`src/rtl/vram_fetch_arb_if.sv`:
```
// VRAM port and CPU req/ack port of the VRAM fetch arbiter, bundled together.
// The master side is the arbiter, and the slave side is the VRAM/CPU environment.
interface vram_fetch_arb_if;
  logic [15:0] vram_addr;
  logic        vram_rd;
  logic        vram_wr;
  logic [7:0]  vram_wdata;
  logic [7:0]  vram_rdata;
  logic        cpu_req;
  logic        cpu_we;
  logic [15:0] cpu_addr;
  logic [7:0]  cpu_wdata;
  logic [7:0]  cpu_rdata;
  logic        cpu_ack;

  modport master (
    output vram_addr, vram_rd, vram_wr, vram_wdata, cpu_rdata, cpu_ack,
    input  vram_rdata, cpu_req, cpu_we, cpu_addr, cpu_wdata
  );

  modport slave (
    input  vram_addr, vram_rd, vram_wr, vram_wdata, cpu_rdata, cpu_ack,
    output vram_rdata, cpu_req, cpu_we, cpu_addr, cpu_wdata
  );
endinterface

```
`src/rtl/vram_fetch_arb.sv`:
```
// Single-port VRAM sequencer: fetches six plane bytes per character cell
// (double-buffered) and fits CPU reads and writes into the idle slots.
module vram_fetch_arb #(
  parameter int unsigned PLANE_BASE = 'h0000,
  parameter int unsigned PLANE_SIZE = 'h2000,
  parameter int unsigned NPLANES    = 6
) (
  input  logic        clk_sys,
  input  logic        reset_n,
  input  logic        cell_start,
  input  logic        fetch_en,
  input  logic [12:0] cell_addr,
  vram_fetch_arb_if.master bus,
  output logic [7:0]  fg1,
  output logic [7:0]  fg2,
  output logic [7:0]  fg3,
  output logic [7:0]  bg1,
  output logic [7:0]  bg2,
  output logic [7:0]  bg3,
  output logic        overrun
);

  typedef enum logic [2:0] {IDLE, VID, CPU_WR, CPU_RD, CPU_RDD} state_t;

  localparam logic [2:0] LAST_PLANE = 3'(NPLANES - 1);

  state_t      state, state_n;
  logic [2:0]  plane, plane_n;
  logic        start_fetch;
  logic        new_cell;
  logic [12:0] lat_addr;
  logic [12:0] fetch_addr;
  logic        fetch_pend;
  logic        stage_valid;
  logic        armed;
  logic        cap_valid;
  logic [2:0]  cap_idx;
  logic [7:0]  staging [NPLANES];

  logic [15:0] addr_n;
  logic [7:0]  wdata_n;
  logic        rd_n, wr_n, ack_n;

  always_comb begin
    new_cell   = cell_start & fetch_en;
    fetch_addr = new_cell ? cell_addr : lat_addr;
  end

  // State register
  always_ff @(posedge clk_sys or negedge reset_n) begin
    if (!reset_n) begin
      state <= IDLE;
      plane <= '0;
    end else begin
      state <= state_n;
      plane <= plane_n;
    end
  end

  // Next-state logic: video beats CPU in IDLE, and a new cell restarts a fetch in flight
  always_comb begin
    state_n     = state;
    plane_n     = plane;
    start_fetch = 1'b0;
    case (state)
      IDLE: begin
        if (fetch_pend || new_cell) begin
          state_n     = VID;
          plane_n     = '0;
          start_fetch = 1'b1;
        end else if (bus.cpu_req) begin
          state_n = bus.cpu_we ? CPU_WR : CPU_RD;
        end
      end
      VID: begin
        if (cell_start) begin
          if (fetch_en) begin
            plane_n     = '0;
            start_fetch = 1'b1;
          end else begin
            state_n = IDLE;
          end
        end else if (plane == LAST_PLANE) begin
          state_n = IDLE;
        end else begin
          plane_n = plane + 3'd1;
        end
      end
      CPU_WR:  state_n = IDLE;
      CPU_RD:  state_n = CPU_RDD;
      CPU_RDD: state_n = IDLE;
      default: state_n = IDLE;
    endcase
  end

  // Output logic: the bus value for the upcoming state, registered below
  always_comb begin
    addr_n  = bus.vram_addr;
    wdata_n = bus.vram_wdata;
    rd_n    = 1'b0;
    wr_n    = 1'b0;
    ack_n   = 1'b0;
    case (state_n)
      VID: begin
        addr_n = 16'(PLANE_BASE) + 16'(PLANE_SIZE) * 16'(plane_n) + 16'(fetch_addr);
        rd_n   = 1'b1;
      end
      CPU_WR: begin
        addr_n  = bus.cpu_addr;
        wdata_n = bus.cpu_wdata;
        wr_n    = 1'b1;
        ack_n   = 1'b1;
      end
      CPU_RD: begin
        addr_n = bus.cpu_addr;
        rd_n   = 1'b1;
      end
      default: ;
    endcase
    if (state == CPU_RDD) ack_n = 1'b1;
  end

  always_ff @(posedge clk_sys or negedge reset_n) begin
    if (!reset_n) begin
      bus.vram_addr  <= '0;
      bus.vram_rd    <= 1'b0;
      bus.vram_wr    <= 1'b0;
      bus.vram_wdata <= '0;
      bus.cpu_rdata  <= '0;
      bus.cpu_ack    <= 1'b0;
    end else begin
      bus.vram_addr  <= addr_n;
      bus.vram_rd    <= rd_n;
      bus.vram_wr    <= wr_n;
      bus.vram_wdata <= wdata_n;
      bus.cpu_ack    <= ack_n;
      if (state == CPU_RDD) bus.cpu_rdata <= bus.vram_rdata;
    end
  end

  // Staging datapath: a slot's byte lands one clk after the slot. Any cell_start
  // cancels the capture in flight, so staging never mixes bytes from two cells.
  always_ff @(posedge clk_sys or negedge reset_n) begin
    if (!reset_n) begin
      lat_addr    <= '0;
      fetch_pend  <= 1'b0;
      armed       <= 1'b0;
      overrun     <= 1'b0;
      cap_valid   <= 1'b0;
      cap_idx     <= '0;
      stage_valid <= 1'b0;
      fg1 <= '0; fg2 <= '0; fg3 <= '0;
      bg1 <= '0; bg2 <= '0; bg3 <= '0;
      for (int unsigned i = 0; i < NPLANES; i++) staging[i] <= '0;
    end else begin
      if (new_cell) lat_addr <= cell_addr;
      fetch_pend <= start_fetch ? 1'b0 : (fetch_pend | new_cell);
      if (cell_start) armed <= fetch_en;
      overrun   <= cell_start & ~stage_valid & armed;
      cap_valid <= (state == VID) & ~cell_start;
      cap_idx   <= plane;
      if (cell_start) begin
        if (stage_valid) begin
          fg1 <= staging[0];
          fg2 <= staging[1];
          fg3 <= staging[2];
          bg1 <= staging[3];
          bg2 <= staging[4];
          bg3 <= staging[5];
        end
        stage_valid <= 1'b0;
      end else if (cap_valid) begin
        staging[cap_idx] <= bus.vram_rdata;
        if (cap_idx == LAST_PLANE) stage_valid <= 1'b1;
      end
    end
  end

endmodule

```
`src/flat_wrapper.sv`:
```
// flat-port wrapper written by rule: the top's interface ports become plain ports
module vram_fetch_arb_flat 
#(
  parameter int unsigned PLANE_BASE = 'h0000,
  parameter int unsigned PLANE_SIZE = 'h2000,
  parameter int unsigned NPLANES    = 6
)
  (clk_sys, reset_n, cell_start, fetch_en, cell_addr, fg1, fg2, fg3, bg1, bg2, bg3, overrun, bus_vram_addr, bus_vram_rd, bus_vram_wr, bus_vram_wdata, bus_cpu_rdata, bus_cpu_ack, bus_vram_rdata, bus_cpu_req, bus_cpu_we, bus_cpu_addr, bus_cpu_wdata);
  vram_fetch_arb_if bus_i ();
  input  logic clk_sys;
  input  logic reset_n;
  input  logic cell_start;
  input  logic fetch_en;
  input  logic [12:0] cell_addr;
  output logic [7:0] fg1;
  output logic [7:0] fg2;
  output logic [7:0] fg3;
  output logic [7:0] bg1;
  output logic [7:0] bg2;
  output logic [7:0] bg3;
  output logic overrun;
  output wire logic [$bits(bus_i.vram_addr)-1:0] bus_vram_addr;
  output wire logic [$bits(bus_i.vram_rd)-1:0] bus_vram_rd;
  output wire logic [$bits(bus_i.vram_wr)-1:0] bus_vram_wr;
  output wire logic [$bits(bus_i.vram_wdata)-1:0] bus_vram_wdata;
  output wire logic [$bits(bus_i.cpu_rdata)-1:0] bus_cpu_rdata;
  output wire logic [$bits(bus_i.cpu_ack)-1:0] bus_cpu_ack;
  input wire logic [$bits(bus_i.vram_rdata)-1:0] bus_vram_rdata;
  input wire logic [$bits(bus_i.cpu_req)-1:0] bus_cpu_req;
  input wire logic [$bits(bus_i.cpu_we)-1:0] bus_cpu_we;
  input wire logic [$bits(bus_i.cpu_addr)-1:0] bus_cpu_addr;
  input wire logic [$bits(bus_i.cpu_wdata)-1:0] bus_cpu_wdata;
  assign bus_vram_addr = bus_i.vram_addr;
  assign bus_vram_rd = bus_i.vram_rd;
  assign bus_vram_wr = bus_i.vram_wr;
  assign bus_vram_wdata = bus_i.vram_wdata;
  assign bus_cpu_rdata = bus_i.cpu_rdata;
  assign bus_cpu_ack = bus_i.cpu_ack;
  assign bus_i.vram_rdata = bus_vram_rdata;
  assign bus_i.cpu_req = bus_cpu_req;
  assign bus_i.cpu_we = bus_cpu_we;
  assign bus_i.cpu_addr = bus_cpu_addr;
  assign bus_i.cpu_wdata = bus_cpu_wdata;
  vram_fetch_arb #(.PLANE_BASE(PLANE_BASE), .PLANE_SIZE(PLANE_SIZE), .NPLANES(NPLANES)) u_core (.clk_sys(clk_sys), .reset_n(reset_n), .cell_start(cell_start), .fetch_en(fetch_en), .cell_addr(cell_addr), .bus(bus_i), .fg1(fg1), .fg2(fg2), .fg3(fg3), .bg1(bg1), .bg2(bg2), .bg3(bg3), .overrun(overrun));
endmodule
```
`config.mk`:
```
export PLATFORM = sky130hd
export DESIGN_NAME = vram_fetch_arb_flat
export DESIGN_NICKNAME = d
export VERILOG_FILES = /design/src/rtl/vram_fetch_arb_if.sv /design/src/rtl/vram_fetch_arb.sv /design/src/flat_wrapper.sv
export SDC_FILE = /design/constraint.sdc
export NUM_CORES = 1
export LEC_CHECK = 0
export CORE_MARGIN = 8
export CORE_UTILIZATION = 50
export CTS_CLUSTER_DIAMETER = 60
export DETAILED_ROUTE_END_ITERATION = 10
export PLACE_DENSITY = 0.75
export SYNTH_ARGS = -nofsm -noshare
export SYNTH_HDL_FRONTEND = slang
export SYNTH_SLANG_ARGS = --single-unit
```
`constraint.sdc`:
```
create_clock -name clk_sys -period 4.62 [get_ports clk_sys]
set_input_delay 0.924 -clock clk_sys [delete_from_list [all_inputs] [get_ports clk_sys]]
set_output_delay 0.924 -clock clk_sys [all_outputs]
set_load 0.005 [all_outputs]
```
==> results of run 1 <==
==> metrics by stage <==
stage                     std cells   util
after detailed placement        672  0.632
after CTS                       704  0.688
after floorplan                 404      -
after global routing            704  0.688
final                           704  0.688
after global placement          672  0.632
==> metal layers <==
| layer | vias up | global-route usage | wire, um |
|---|---|---|---|
| li1 | 1704 | - | - |
| met1 | 1869 | 0.198 | 5580 |
| met2 | 107 | 0.272 | 6290 |
| met3 | 18 | 0.0582 | 894 |
| met4 | 0 | 0.0651 | 188 |
| met5 | - | 0 | 0 |
==> flip-flops by register name, summed over array words and instances, names as in the netlist, 3 cells and up <==
register and cells:
u_core.bus.vram_addr 16, u_core.bus.vram_wdata 8, u_core.plane 3, u_core.fg2 8
u_core.fg3 8, u_core.bus.cpu_rdata 8, u_core.staging 48, u_core.state 3
u_core.bg1 8, u_core.fg1 8, u_core.bg3 8, u_core.lat_addr 13
u_core.bg2 8, u_core.cap_idx 3
==> synthesized netlist by cell type (4+ instances only) <==
master and number:
mux2_2 125, nand2_1 25, o21ai_0 8, buf_2 8, nor2_1 4, a21oi_1 7, mux2i_1 15, dfrtp_1 158
inv_1 8, o21ai_1 9
==> power by group <==
| group | internal, W | switching (W) |
|---|---|---|
| logic | 0.000747 | 0.000436 |
| clock network | 0.00105 | 0.000519 |
| registers | 0.00180 | 0.000236 |
| total | 0.00359 | 0.00119 |
==> layout by cell type (no fill, tap or decap), types with 2 or more instances in the layout <==
cell,n
dfrtp_1,158
clkdlybuf4s50_1,133
mux2_2,125
nand2_1,24
clkbuf_16,17
mux2i_1,15
o21ai_1,9
inv_1,8
o21ai_0,8
a21oi_1,7
bufinv_16,6
clkinv_2,5
nor2_1,4
and2_1,3
a31oi_1,3
clkbuf_8,3
nand2_2,2
nor2b_1,2
o21a_1,2
ha_1,2
buf_4,2
==> cells by family after synthesis <==
logic type                 share of synthesized area
adders and majority gates                    0.00407
DFF                                            0.643
AOI/OAI and AO/OA                             0.0346
buffers and inverters                         0.0224
muxes                                          0.254
and+or+nand+nor                               0.0419
==> cell type report <==
class / count / area (um^2)
clock inverter: 12 / 213
tap: 147 / 184
fill: 849 / 3740
clock buffer: 20 / 467
timing repair buffer: 136 / 1360
multi-input combinational: 222 / 2060
inverter: 9 / 36.3
sequential: 158 / 3950
==> critical path, stage by stage <==
cell and delay, ns:
clkdlybuf4s50_1 0.79, a21oi_1 0.21, nand2_1 0.24, o21a_1 0.78, mux2i_1 0.30, o21ai_1 0.10
==> path summary, 6_finish.rpt <==
kind                                            endpoint       startpoint  slack (ns)
worst max-delay path            u_core.bus.vram_addr[10]       cell_start        1.52
worst min-delay path                   u_core.cap_idx[1]  u_core.plane[1]        0.44
worst max register to register  u_core.bus.vram_addr[10]  u_core.plane[0]        2.33
worst min register to register         u_core.cap_idx[1]  u_core.plane[1]        0.44
max in group asynchronous              u_core.staging[1]          reset_n        3.08
min in group asynchronous              u_core.staging[7]          reset_n        0.59
==> run summary, run 1 <==
WS Path Type: in2reg
P_leak: 3.88 nW
Critical Path AT: 3.35 ns
Netlist Area Pre-Place: 6140 um^2
Register bit total from synthesis: 158
I/O Buffers: 134
Post-route cell area: 8270 um^2
Mean Syn Cell Area: 15.2 um^2
GRT Total Usage: 0.166
Vias/cell: 5.25
# diodes: 0
Area leader, netlist: dfrtp_1
Initial DRT Pass Iterations: 4
Area grow syn2layout: 34.6%
Fmax: 323 MHz
Worst Setup Slack, final: 1.52 ns
Die height: 127 um
Top post-synthesis cells by area: dfrtp_1, mux2_2, mux2i_1
Yosys warns: 0
DR WL/cell: 18.4 um
Critical Path RT: 4.87 ns
Setup slack at placement: 1.09 ns
TNS Setup: 0 ns
VDD IR max: 0.000318 V
Register area share after synthesis: 0.643
First-pass GRT wire length: 21,000 um
RSZ-0062 raised after global routing: no
Layout cell share with drive strength beyond 1: 0.307
Die width: 127 um
Syn nets: 457
PD cells: 579 nW/um^2
Worst slew pin tran: 1.22 ns
Die area: 16,100 um^2
Hold depth: 0
Largest net degree at the start of global routing: 99
Final Skew: 0.00587 ns
Final Hold Vio Count: 0
Root buf cell: clkbuf_16
Max FO, Critical Path: 17
Clk Latency, worst-skew pair: 0.41 ns
Top cell type's share of synthesized area: 0.643
Tot Pwr: 0.00478 W
Cells after Synth: 404
Post-DP Area: 7590 um^2
# rows: 40
Area of the core: 12,000 um^2
Post-route DRC: 0
Post-CTS Hold Fix Bufs: 0
Slew headroom: 0.189
Post-CTS setup buffer count: 0
Nets: 597
Post-DRT Antenna Nets: 0
Initial drt markers: 245
CP Launch Type: primary input
Synth unique cells: 36
Drt total wl: 13,000 um
Outcome: finished clean
Clk sink count: 158
Min-delay worst type: reg2reg
H-tree level count: 4
GRT Residual Overflow: 0
Ports: 135
Maxcap violations: 0
Initial antenna violation count: 0
Number of gates resized after CTS: 0
Hpwl dp: 9040 um
Final GP Congestion: 0.719
Vias in the first global route: 4,055
Slew Limit Fails: 0
Setup violations, final: 0
Initial core utilization: 0.512
Clk buf depth: 2
Number of synthesized flops with an enable pin: 0
Synth async-reset ratio: 1.00
CTS tree: done
Vias: 3,698
Final period util: 0.671
Primary FF master, synth: dfrtp_1
Minimum clock period: 3.10 ns
TritonCTS Buffers: 17
Hold slack: 0.441 ns
Reg clk slew, reported paths: 0.06 ns
Critical Path End Type: register
FF-to-FF path depth: 6
Power figures use the tool's default switching activity.
==> run 2: changes to the inputs <==
- clock period: 4.62 -> 3.05 ns (I/O delays scaled with it)
==> run 2 against run 1 <==
Effect of this change:
- setup slack got worse by 0.83 ns
- final area increased by 0.48%
- global-route usage about the same
- largest power group unchanged
- die area unchanged
- clock skew increased by 0.0026 ns
- via count increased by 0.11%
- critical path type unchanged
- sequential power increased by 51%
- core utilization increased by 0.33 points
- critical path depth unchanged
- highest routed layer unchanged
==> run summary, run 2 (synthesized netlist as in run 1, its figures left out) <==
Area of the core: 12,000 um^2 (unchanged)
Post-route DRC: 0 (unchanged)
Worst slew pin tran: 0.960 ns (was 1.22 ns)
Reg with most FFs: u_core.staging (unchanged)
Register share of total power: 0.433 (was 0.425)
Die width: 127 um (unchanged)
Hpwl dp: 9090 um (was 9040 um)
Initial core utilization: 0.512 (unchanged)
DR WL/cell: 18.1 um (was 18.4 um)
Final core area utilization: 0.692 (was 0.688)
Vias/cell: 5.21 (was 5.25)
Crit path max-delay family: compound AO/OA/AOI/OAI gates (unchanged)
FF-to-FF path depth: 6 (unchanged)
Initial antenna violation count: 0 (unchanged)
Clock power frac: 0.313 (was 0.328)
PD cells: 855 nW/um^2 (was 579 nW/um^2)
Min-delay worst type: in2async (was reg2reg)
I/O Buffers: 134 (unchanged)
Drt total wl: 12,800 um (was 13,000 um)
Critical-path cell list: clkdlybuf4s50_1, a21oi_1, nand2_1, o21a_1, mux2i_1, o21ai_0 (was clkdlybuf4s50_1, a21oi_1, nand2_1, o21a_1, mux2i_1, o21ai_1)
Critical Path Max Stage Delay: 0.77 ns (was 0.79 ns)
NetSw: 0.00185 W (was 0.00119 W)
CTS tree: done (unchanged)
GRT Residual Overflow: 0 (unchanged)
Clk sink count: 158 (unchanged)
Die height: 127 um (unchanged)
Maxcap violations: 0 (unchanged)
VDD IR max: 0.000395 V (was 0.000318 V)
CP Depth: 6 (unchanged)
P_leak: 3.90 nW (was 3.88 nW)
Combinational Power Share: 0.255 (was 0.247)
Final Hold Vio Count: 0 (unchanged)
Commonest non-fill, non-tap cell in the layout: dfrtp_1 (unchanged)
Switching portion of total power: 0.260 (was 0.249)
# rows: 40 (unchanged)
GR met3 Demand/Resource: 0.0654 (was 0.0582)
Vias in the first global route: 4,067 (was 4,055)
Initial drt markers: 179 (was 245)
GR Util met1: 0.200 (was 0.198)
Most frequent cells in the layout: dfrtp_1, clkdlybuf4s50_1, mux2_2, nand2_1, clkbuf_16 (unchanged)
Post-CTS Hold Fix Bufs: 0 (unchanged)
Final GP Congestion: 0.760 (was 0.719)
First-pass GRT wire length: 21,300 um (was 21,000 um)
Post-CTS setup buffer count: 0 (unchanged)
GR Layer Usage met2: 0.271 (was 0.272)
Area grow syn2layout: 35.2% (was 34.6%)
Reg clk slew, reported paths: 0.07 ns (was 0.06 ns)
Clk buf depth: 2 (unchanged)
RSZ-0062 raised after global routing: no (unchanged)
Number of gates resized after CTS: 0 (unchanged)
Outcome: finished clean (unchanged)
Critical Path Slowest Stage Cell: o21a_1 (was clkdlybuf4s50_1)
Largest registers: u_core.staging x48, u_core.bus.vram_addr x16, u_core.lat_addr x13 (unchanged)
Vias: 3,702 (was 3,698)
Slew Limit Fails: 0 (unchanged)
Largest net degree at the start of global routing: 64 (was 99)
WS Path Type: in2reg (unchanged)
Global route hottest layer: met2 (unchanged)
Nets: 603 (was 597)
Critical Path AT: 2.64 ns (was 3.35 ns)
TritonCTS Buffers: 17 (unchanged)
Slew headroom: 0.360 (was 0.189)
Minimum clock period: 2.36 ns
Critical Path End Type: register (unchanged)
H-tree level count: 4 (unchanged)
Ports: 135 (unchanged)
Layout cell share with drive strength beyond 1: 0.314 (was 0.307)
Fmax: 424 MHz
# diodes: 0 (unchanged)
Final Skew: 0.00846 ns (was 0.00587 ns)
TNS Setup: 0 ns (unchanged)
Hold slack: 0.169 ns (was 0.441 ns)
CP Buf/Inv Count: 1 (unchanged)
Post-DRT Antenna Nets: 0 (unchanged)
CP Launch Type: primary input (unchanged)
Die area: 16,100 um^2 (unchanged)
Internal: 0.00525 W (was 0.00359 W)
Max FO, Critical Path: 17 (unchanged)
Max reg flops: 48 (unchanged)
Setup violations, final: 0 (unchanged)
GRT Total Usage: 0.167 (was 0.166)
Critical Path RT: 3.33 ns (was 4.87 ns)
Root buf cell: clkbuf_16 (unchanged)
Initial DRT Pass Iterations: 4 (unchanged)
Final period util: 0.773
Clk Latency, worst-skew pair: 0.41 ns (about the same)
[run 2: layer usage]
layer,share of wire,routed length (um)
met3,0.074,947
met2,0.49,6260
met1,0.43,5550
met4,0.0069,89
met5,0,0
[run 2: power groups by stage]
stage          clock network, W  logic (W)  registers (W)
2_1_floorplan                 0   0.000989        0.00303
3_3_place_gp                  0    0.00179        0.00307
6_report                0.00222    0.00181        0.00307
4_1_cts                 0.00226    0.00185        0.00308
3_5_place_dp                  0    0.00184        0.00310
5_1_grt                 0.00235    0.00197        0.00316
[run 2: path summary, 6_finish.rpt]
check	startpoint	to	slack (ns)
setup / recovery	cell_start	u_core.bus.vram_addr[1]	0.69
hold / removal	reset_n	u_core.fg2[3]	0.17
setup reg to reg	u_core.plane[0]	u_core.bus.vram_addr[1]	0.78
hold reg to reg	u_core.plane[2]	u_core.cap_idx[2]	0.46
max in group asynchronous	reset_n	u_core.staging[2]	2.11
min in group clk_sys	u_core.plane[2]	u_core.cap_idx[2]	0.46
[run 2: cell type report]
| cell class | count | area, um^2 |
|---|---|---|
| clock buffer | 21 | 480 |
| inverter | 9 | 36.3 |
| fill | 863 | 3700 |
| clock inverter | 11 | 156 |
| tap | 147 | 184 |
| sequential | 158 | 3950 |
| timing repair buffer | 142 | 1440 |
| multi-input combinational | 222 | 2060 |
[run 2: worst register-to-register path: stages, from the launching register on]
cell,delay (ns)
dfrtp_1,0.43
ha_1,0.25
nand2_1,0.13
o311a_4,0.19
o21a_1,0.76
mux2i_1,0.29
o21ai_0,0.10
[run 2: per-stage QoR]
stage / setup WS, ns / instance area [um^2] / cells / power, W
after floorplan: 1.20 / 6140 / 404 / 0.00402
after global placement: 0.328 / 7670 / 678 / 0.00486
after detailed placement: 0.248 / 7670 / 678 / 0.00494
after CTS: 0.707 / 8310 / 710 / 0.00719
after global routing: 0.572 / 8310 / 710 / 0.00748
final: 0.691 / 8310 / 710 / 0.00710
==> run 3: changes to the inputs <==
- clock period: 3.05 -> 2.2 ns (I/O delays scaled with it)
==> run 3 against run 2 <==
Effect of this change:
- global-route usage rose by 0.70 points
- register-to-register slack got worse by 0.41 ns
- critical path type is now reg2reg
- sequential cell count did not move
- non-clock buffer count rose by 11
- power rose by 42%
- largest cell class unchanged
- clock power rose by 43%
- critical path depth rose by 2
- worst hold slack improved by 0.28 ns
- routed wire length rose by 4.2%
==> run summary, run 3 (synthesized netlist as in run 1, its figures left out) <==
Drt total wl: 13,400 um (was 12,800 um)
Root buf cell: clkbuf_16 (unchanged)
Post-Place Cells: 688 (was 678)
PD cells: 1190 nW/um^2 (was 855 nW/um^2)
Outcome: finished clean (unchanged)
Clk Latency, worst-skew pair: 0.41 ns (about the same)
Commonest non-fill, non-tap cell in the layout: dfrtp_1 (unchanged)
Vias/cell: 5.22 (was 5.21)
Max reg flops: 48 (unchanged)
DR WL/cell: 18.6 um (was 18.1 um)
FF-to-FF path depth: 8 (was 6)
Maxcap violations: 0 (unchanged)
Post-route DRC: 0 (unchanged)
Final Skew: 0.00442 ns (was 0.00846 ns)
# rows: 40 (unchanged)
H-tree level count: 4 (unchanged)
# diodes: 0 (unchanged)
Post-Layout Cell Count: 721 (was 710)
Critical Path AT: 2.12 ns (was 2.64 ns)
Fmax: 548 MHz
Minimum clock period: 1.83 ns
CP Buf/Inv Count: 2 (was 1)
Final Hold Vio Count: 0 (unchanged)
Vias in the first global route: 4,171 (was 4,067)
Most frequent cells in the layout: dfrtp_1, clkdlybuf4s50_1, mux2_2, nand2_1, clkbuf_16 (unchanged)
Largest registers: u_core.staging x48, u_core.bus.vram_addr x16, u_core.lat_addr x13 (unchanged)
Ports: 135 (unchanged)
TNS Setup: 0 ns (unchanged)
Clk buf depth: 2 (unchanged)
CP Depth: 8 (was 6)
Reg clk slew, reported paths: 0.06 ns (was 0.07 ns)
Post-CTS setup buffer count: 0 (unchanged)
Die width: 127 um (unchanged)
Critical Path End Type: register (unchanged)
Post-CTS Hold Fix Bufs: 1 (was 0)
Critical Path Max Stage Delay: 0.41 ns (was 0.77 ns)
Critical Path RT: 2.49 ns (was 3.33 ns)
Area grow syn2layout: 38.4% (was 35.2%)
Crit path max-delay family: compound AO/OA/AOI/OAI gates (unchanged)
CTS tree: done (unchanged)
Final GP Congestion: 0.741 (was 0.760)
Critical-path cell list: inv_1, ha_1, nand2_1, o311a_4, o21a_1, buf_12, mux2i_1, o21ai_0 (was clkdlybuf4s50_1, a21oi_1, nand2_1, o21a_1, mux2i_1, o21ai_0)
First-pass GRT wire length: 21,900 um (was 21,300 um)
Hpwl dp: 9450 um (was 9090 um)
Reg with most FFs: u_core.staging (unchanged)
RSZ-0062 raised after global routing: no (unchanged)
Initial DRT Pass Iterations: 4 (unchanged)
Max FO, Critical Path: 14 (was 17)
Die height: 127 um (unchanged)
I/O Buffers: 134 (unchanged)
Vias: 3,762 (was 3,702)
WS Path Type: reg2reg (was in2reg)
Slew Limit Fails: 0 (unchanged)
GRT Total Usage: 0.174 (was 0.167)
Critical Path Slowest Stage Cell: dfrtp_1 (was o21a_1)
CP Launch Type: register (was primary input)
VDD IR max: 0.000835 V (was 0.000395 V)
CP Launch Point: u_core.plane[1] (was cell_start)
GRT Residual Overflow: 0 (unchanged)
Post-DRT Antenna Nets: 0 (unchanged)
Number of gates resized after CTS: 0 (unchanged)
Clk sink count: 158 (unchanged)
Initial core utilization: 0.512 (unchanged)
TritonCTS Buffers: 17 (unchanged)
FF-to-FF End: u_core.bus.vram_addr[0] (was u_core.bus.vram_addr[1])
R2R Setup Slk: 0.37 ns (was 0.78 ns)
Area of the core: 12,000 um^2 (unchanged)
Slew headroom: 0.536 (was 0.360)
Worst r2r src: u_core.plane[1] (was u_core.plane[0])
CP Capture Point: u_core.bus.vram_addr[0] (was u_core.bus.vram_addr[1])
Initial drt markers: 186 (was 179)
Largest net degree at the start of global routing: 72 (was 64)
Setup violations, final: 0 (unchanged)
Nets: 614 (was 603)
P_leak: 3.98 nW (was 3.90 nW)
Min-delay worst type: reg2reg (was in2async)
Layout cell share with drive strength beyond 1: 0.321 (was 0.314)
Die area: 16,100 um^2 (unchanged)
Worst slew pin tran: 0.693 ns (was 0.960 ns)
Initial antenna violation count: 0 (unchanged)
Final period util: 0.830
==> run 3: how the worst min path moves through the flow <==
stage | start | to | cells after the start
2_1_floorplan | reset_n | u_core.armed | 0
4_1_cts | u_core.plane[1] | u_core.cap_idx[1] | 0
3_3_place_gp | reset_n | u_core.staging[39] | 1
3_5_place_dp | reset_n | u_core.fg2[1] | 1
6_report | u_core.plane[1] | u_core.cap_idx[1] | 0
5_1_grt | u_core.plane[1] | u_core.cap_idx[1] | 0
==> run 3: power breakdown <==
| group | total (W) | internal [W] | switching (W) |
|---|---|---|---|
| clock network | 0.00317 | 0.00207 | 0.00110 |
| registers | 0.00426 | 0.00377 | 0.000487 |
| logic | 0.00266 | 0.00169 | 0.000968 |
| total | 0.0101 | 0.00754 | 0.00256 |
==> run 3: layout make-up <==
type	count	area [um^2]
clock inverter	10	185
fill	827	3500
clock buffer	22	464
tap	147	184
timing repair buffer	153	1630
sequential	158	3950
inverter	9	36.3
multi-input combinational	222	2060
==> run 3: metal layers <==
layer	wire [um]	vias up	track usage
met3	1030	16	0.0683
met4	222	0	0.0658
li1	-	1738	-
met1	5520	1896	0.197
met5	0	-	0
met2	6600	112	0.290
==> run 3: metrics by stage <==
| stage | setup WS, ns | instance area [um^2] | util | hold slack (ns) | power, W |
|---|---|---|---|---|---|
| finish | 0.374 | 8510 | 0.708 | 0.451 | 0.0101 |
| CTS | 0.363 | 8510 | 0.708 | 0.453 | 0.0102 |
| detailed placement | 0.0181 | 7850 | 0.653 | 0.385 | 0.00701 |
| global placement | 0.0905 | 7850 | 0.653 | 0.380 | 0.00687 |
| global route | 0.229 | 8510 | 0.708 | 0.484 | 0.0106 |
| floorplan | 0.493 | 6140 | - | 0.144 | 0.00557 |
